==> config.mk <==
export PLATFORM = sky130hd
export DESIGN_NAME = instruction_fetch
export DESIGN_NICKNAME = d
export VERILOG_FILES = /design/src/rtl/instruction_fetch_pkg.sv /design/src/rtl/instruction_fetch_queue.sv /design/src/rtl/instruction_fetch.sv
export SDC_FILE = /design/constraint.sdc
export NUM_CORES = 1
export LEC_CHECK = 0
export ABC_AREA = 0
export CAP_MARGIN = 0
export CORE_UTILIZATION = 47
export CTS_CLUSTER_SIZE = 25
export DETAILED_ROUTE_END_ITERATION = 8
export PLACE_DENSITY_LB_ADDON = 0.2
export SYNTH_ARGS = -nofsm -noshare
export SYNTH_HDL_FRONTEND = slang
export SYNTH_SLANG_ARGS = --single-unit
export TNS_END_PERCENT = 5
==> constraint.sdc <==
create_clock -name clk -period 3.15 [get_ports clk]
set_clock_uncertainty 0.15 [all_clocks]
set_input_delay 0.63 -clock clk [delete_from_list [all_inputs] [get_ports clk]]
set_output_delay 0.63 -clock clk [all_outputs]
set_load 0.02 [all_outputs]
==> src/rtl/instruction_fetch_pkg.sv <==
// Shared definitions for the instruction fetch slice: FSM states, NOP word,
// PC step, default reset PC and a saturating counter helper.
package instruction_fetch_pkg;

  typedef enum logic {
    BOOT = 1'b0,
    RUN  = 1'b1
  } fetchState_t;

  localparam logic [31:0]  NOP_WORD         = 32'h0000_0000;
  localparam int unsigned  PC_STEP          = 4;
  localparam logic [31:0]  DEFAULT_RESET_PC = 32'h0000_0000;

  function automatic logic [31:0] satAdd32(input logic [31:0] a, input logic [31:0] b);
    logic [32:0] sum;
    sum = {1'b0, a} + {1'b0, b};
    return sum[32] ? '1 : sum[31:0];
  endfunction

endpackage

==> src/rtl/instruction_fetch_queue.sv <==
// fetch_queue: QDEPTH-deep synchronous FIFO holding {instruction, pc} pairs.
// Clear has priority over push/pop; the head entry is always presented.
module fetch_queue
  import instruction_fetch_pkg::*;
#(
  parameter  int unsigned QDEPTH = 2,
  parameter  int unsigned DATA_W = 64,
  localparam int unsigned PW     = $clog2(QDEPTH),
  localparam int unsigned CW     = PW + 1
) (
  input  logic              clk,
  input  logic              reset_n,
  input  logic              push,
  input  logic [DATA_W-1:0] pushData,
  input  logic              pop,
  input  logic              clear,
  output logic [CW-1:0]     count,
  output logic [DATA_W-1:0] headData
);

  // Entries reset to a NOP word with a zero PC (instruction in the upper 32 bits).
  localparam logic [DATA_W-1:0] RESET_ENTRY = {NOP_WORD, {(DATA_W-32){1'b0}}};

  logic [DATA_W-1:0] mem [QDEPTH];
  logic [PW-1:0]     rdPtr;
  logic [PW-1:0]     wrPtr;

  // Storage, pointers and occupancy count.
  always_ff @(posedge clk or negedge reset_n) begin
    if (!reset_n) begin
      for (int unsigned i = 0; i < QDEPTH; i++) mem[i] <= RESET_ENTRY;
      rdPtr <= '0;
      wrPtr <= '0;
      count <= '0;
    end else if (clear) begin
      rdPtr <= '0;
      wrPtr <= '0;
      count <= '0;
    end else begin
      if (push) begin
        mem[wrPtr] <= pushData;
        wrPtr      <= wrPtr + 1'b1;
      end
      if (pop) rdPtr <= rdPtr + 1'b1;
      count <= count + CW'(push) - CW'(pop);
    end
  end

  assign headData = mem[rdPtr];

endmodule

==> src/rtl/instruction_fetch.sv <==
// instruction_fetch: PC/FSM/credit logic issuing 1-cycle-latency word reads,
// buffering returns in fetch_queue and draining them over valid/ready.
// Optional performance counters are built when IFETCH_PERF_EN is defined.
module instruction_fetch
  import instruction_fetch_pkg::*;
#(
  parameter int unsigned        ADDR_W   = 32,
  parameter logic [ADDR_W-1:0]  RESET_PC = ADDR_W'(DEFAULT_RESET_PC),
  parameter int unsigned        QDEPTH   = 2
) (
  input  logic              clk,
  input  logic              reset_n,
  output logic              imem_req,
  output logic [ADDR_W-1:0] imem_addr,
  input  logic              imem_rvalid,
  input  logic [31:0]       imem_rdata,
  output logic              instr_valid,
  input  logic              instr_ready,
  output logic [31:0]       instruction,
  output logic [ADDR_W-1:0] instr_pc,
  input  logic              redirect,
  input  logic [ADDR_W-1:0] redirect_pc
`ifdef IFETCH_PERF_EN
  ,
  output logic [31:0]       perf_fetched,
  output logic [31:0]       perf_flushed,
  output logic [31:0]       perf_stall
`endif
);

  localparam int unsigned CW = $clog2(QDEPTH) + 1;

  fetchState_t        state;
  logic [ADDR_W-1:0]  pc;
  logic [ADDR_W-1:0]  reqPc;
  logic               epoch;
  logic               reqEpoch;
  logic               inflight;
  logic [CW-1:0]      count;
  logic [ADDR_W+31:0] headData;
  logic [CW:0]        used;
  logic               accept;
  logic               push;
  logic               dropResp;
  logic [ADDR_W-1:0]  target;
  logic               unusedLowBits;

  assign unusedLowBits = ^redirect_pc[1:0];
  assign target        = {redirect_pc[ADDR_W-1:2], 2'b00};
  assign instr_valid   = (count != '0);
  assign accept        = instr_valid && instr_ready;
  assign imem_addr     = pc;
  assign instruction   = headData[ADDR_W+31:ADDR_W];
  assign instr_pc      = headData[ADDR_W-1:0];

  // Credit check and response filtering. The slot freed by a same-cycle pop is
  // credited immediately so a full-rate stream sustains one word per cycle.
  always_comb begin
    used     = (CW+1)'(count) + (CW+1)'(inflight) - (CW+1)'(accept);
    imem_req = (state == RUN) && (used < (CW+1)'(QDEPTH)) && !redirect;
    push     = imem_rvalid && inflight && (reqEpoch == epoch) && !redirect;
    dropResp = imem_rvalid && inflight && !push;
  end

  // FSM, PC, epoch and outstanding-request tracking.
  always_ff @(posedge clk or negedge reset_n) begin
    if (!reset_n) begin
      state    <= BOOT;
      pc       <= RESET_PC;
      reqPc    <= '0;
      epoch    <= 1'b0;
      reqEpoch <= 1'b0;
      inflight <= 1'b0;
    end else begin
      case (state)
        BOOT:    state <= RUN;
        RUN:     state <= RUN;
        default: state <= BOOT;
      endcase
      if (redirect) begin
        pc    <= target;
        epoch <= ~epoch;
      end else if (imem_req) begin
        pc <= pc + ADDR_W'(PC_STEP);
      end
      inflight <= imem_req;
      if (imem_req) begin
        reqPc    <= pc;
        reqEpoch <= epoch;
      end
    end
  end

  fetch_queue #(
    .QDEPTH (QDEPTH),
    .DATA_W (ADDR_W + 32)
  ) u_queue (
    .clk      (clk),
    .reset_n  (reset_n),
    .push     (push),
    .pushData ({imem_rdata, reqPc}),
    .pop      (accept && !redirect),
    .clear    (redirect),
    .count    (count),
    .headData (headData)
  );

`ifdef IFETCH_PERF_EN
  // Saturating counters: words pushed, words discarded by redirect, idle RUN cycles.
  always_ff @(posedge clk or negedge reset_n) begin
    if (!reset_n) begin
      perf_fetched <= '0;
      perf_flushed <= '0;
      perf_stall   <= '0;
    end else begin
      perf_fetched <= satAdd32(perf_fetched, 32'(push));
      perf_flushed <= satAdd32(perf_flushed,
                               (redirect ? 32'(count) : 32'd0) + 32'(dropResp));
      perf_stall   <= satAdd32(perf_stall,
                               32'((state == RUN) && !imem_req && !redirect));
    end
  end
`endif

endmodule

==> metrics.csv <==
stage,metric,value,unit
outcome,outcome,finished with violations,
outcome,violations,setup timing,
critical_path,endpoint_kind,output pin,
synthesis,yosys_warnings,0,
clock_network,cts_tree,built,
synthesis,synth_area,8900,um^2
synthesis,syn_area_per_cell,14.2,um^2
sta,worst_slew_pin_slew,0.768,ns
clock_network,clk_latency,0.43,ns
critical_path,critPathMaxStageDelay,0.38,ns
sta,min_period,3.29,ns
clock_network,numClockSinks,192,
sta,clock.fmax,304,MHz
layout,layout-drive-gt1-share,35.8,%
die,die_area,19500,um^2
layout,diodes,0,
die,die_h,140,um
die,coreArea,18300,um^2
grt,grt_pass1_vias,6054,
clock_network,cts_max_level,4,
sta,rsz0062_at_grt,true,
synthesis,yosysTopAreaCell,dfrtp_1,
clock_network,numCtsBuffers,17,
critical_path,r2r_slack,0.01,ns
placement,hpwl,12600,um
critical_path,criticalPathCategory,register to output pin,
sta,setup_viol,1,
synthesis,synth_compound_area_share,1.69,%
critical_path,worstPathArrival,2.51,ns
detailed_routing,drtPass1Iterations,4,
sta,slew_viol_final,0,
synthesis,synth.distinct_cells,35,
clock_network,clk_pin_slew_worst_paths,0.07,ns
synthesis,synth_edf_count,0,
sta,hold_viol,0,
power_and_ir_drop,p_per_area,773,nW/um^2
grt,globalRouteTotalUtil,21.2,%
clock_network,postCtsHoldBufs,0,
power_and_ir_drop,p_total,8.89,mW
synthesis,synthMuxAreaShare,30.5,%
grt,antenna_found_initial,0,
detailed_routing,wl,19400,um
critical_path,critPathBufInv,2,
clock_network,clockRootBuffer,clkbuf_16,
die,top_level_ports,167,
synthesis,synth.most_common_cell,dfrtp_1,
synthesis,synthTopCellsByArea,"dfrtp_1 54%, mux2_2 17%, mux2_4 12%, xor2_1 2.6%, buf_6 1.8%",
power_and_ir_drop,vdd.ir_drop.worst,401,uV
placement,gp_congestion,0.760,
critical_path,cpMaxStageDelayCell,dfrtp_1,
sta,relSlewSlack,48.8,%
critical_path,timing.rr.end,imem_addr[27],
die,die_w,140,um
critical_path,path_cells,or2_4 > nand2_4 > inv_2 > ha_4 > nand2b_4 > fa_2 > xor2_4 > nor3_4 > buf_6,
detailed_routing,drt_iter0_drc,221,
die,rows,49,
detailed_routing,vias,5482,
synthesis,synth-main-ff-cell,dfrtp_1,
sta,fin_crit_sh,105,%
min_path,holdCritPathClass,input port to asynchronous set/reset pin,
synthesis,synth_common_cells,"192 x dfrtp_1, 138 x mux2_2, 69 x mux2_4",
synthesis,ys_seq_area_share,54.0,%
critical_path,worstPathMaxFanout,2,
placement,portBuffers,160,
detailed_routing,vias_per_cell,5.27,
synthesis,synth_top_family_by_area,multiplexers,
grt,gr-total-overflow,0,
layout,synthToLayoutAreaGrowth,29.1,%
critical_path,required,2.37,ns
detailed_routing,wire_per_inst,18.7,um
detailed_routing,drc_errors,0,
synthesis,synth-simple-area-share,6.13,%
grt,grt_first_pass_wirelength,32500,um
critical_path,critPathLaunchType,register,
sta,finalSetupTns,-0.142,ns
grt,grt_max_degree,95,
detailed_routing,final_antenna_net_count,0,
critical_path,critPathTopFamily,simple AND/OR/NAND/NOR gates,
critical_path,reg2reg_depth,15,
synthesis,synth_top_area_share,54.0,%
synthesis,synth_xor_area_share,3.63,%
critical_path,reg2reg_from,u_queue.count[0],
layout,nets,872,
power_and_ir_drop,leakagePower,5.04,nW
synthesis,synth_fa_ha_area_share,0.787,%
synthesis,postSynthCellCount,625,
job,cap_violations,0,
clock_network,cts_buffer_depth,2,
sta,timing.final.ws_setup,-0.142,ns
synthesis,ys_seq_elements,192,
synthesis,async_flop_share,100,%
die,start_util,48.7,%
report_power, final:
part	internal, mW	switching (mW)
clock network	1.12	1.01
logic	1.81	1.32
registers	3.17	0.456
area by class of cell:
type,count,area (um^2)
clock buffers,17,425
clock inverters,15,146
fillers,1389,6780
inverters,7,26.3
multi-input cells,393,3900
flip-flops and latches,192,4810
well taps,229,287
repair buffers,187,1900
per-layer routing:
metal | routed length [um] | track usage [%]
met4 | 112 | 4.57
met5 | 0 | 0
met3 | 843 | 4.92
met1 | 9300 | 29.6
met2 | 9170 | 33.9
per-stage QoR:
stage / instance area [um^2] / utilization, % / setup WS (ns) / cells / hold WS, ns
2_1_floorplan: 8940 / - / 0.0200 / 628 / 0.184
3_3_place_gp: 10800 / 59.0 / -0.706 / 1003 / 0.313
3_5_place_dp: 10800 / 59.0 / -0.663 / 1003 / 0.324
4_1_cts: 11400 / 62.2 / -0.195 / 1035 / 0.132
5_1_grt: 11500 / 62.9 / -0.238 / 1040 / 0.156
6_report: 11500 / 62.9 / -0.142 / 1040 / 0.101
state kept, by name, summed over array words and instances, names as in the netlist:
| signal | count |
|---|---|
| u_queue.rdPtr | 1 |
| u_queue.count | 2 |
| inflight | 1 |
| reqPc | 30 |
| u_queue.wrPtr | 1 |
| reqEpoch | 1 |
| state | 1 |
| epoch | 1 |
| u_queue.mem | 124 |
| imem_addr | 30 |
layout by cell type (no fill, tap or decap), types with 6 or more instances in the layout:
cell type,n
clkbuf_16,18
mux2_1,10
nand4_1,14
o21ai_1,12
inv_1,6
o21ai_0,18
mux2_2,138
nand2_1,39
clkdlybuf4s50_1,156
dfrtp_1,191
nor2_1,11
inv_6,6
buf_4,18
mux2_4,69
xor2_1,25
nand3_1,9
xnor2_1,9
worst max-delay path by stage:
stage               depth (start not counted)        to        startpoint  slack [ns]
floorplan                                   9  imem_req  u_queue.count[1]        0.02
global placement                            9  imem_req       instr_ready       -0.71
detailed placement                          9  imem_req       instr_ready       -0.66
CTS                                         9  imem_req  u_queue.count[0]       -0.20
global route                                9  imem_req  u_queue.count[0]       -0.24
finish                                      9  imem_req  u_queue.count[0]       -0.14
cells by family (layout without fill, tap and decap cells):
logic type                 count (synthesis)  in the layout
buffers and inverters                     43            226
DFF                                      192            192
xor gates and xnor gates                  36             36
adders and majority gates                  5              5
and+or+nand+nor                           99             99
AOI/OAI and AO/OA                         30             30
other                                      2              5
muxes                                    218            218
repair_timing:
item                       CTS  global route
setup endpoints to repair    9            50
pin swaps                    1             3
cloned                       0             1
buffers inserted             0             4
gates resized for setup      8            16
Power figures use the tool's default switching activity.
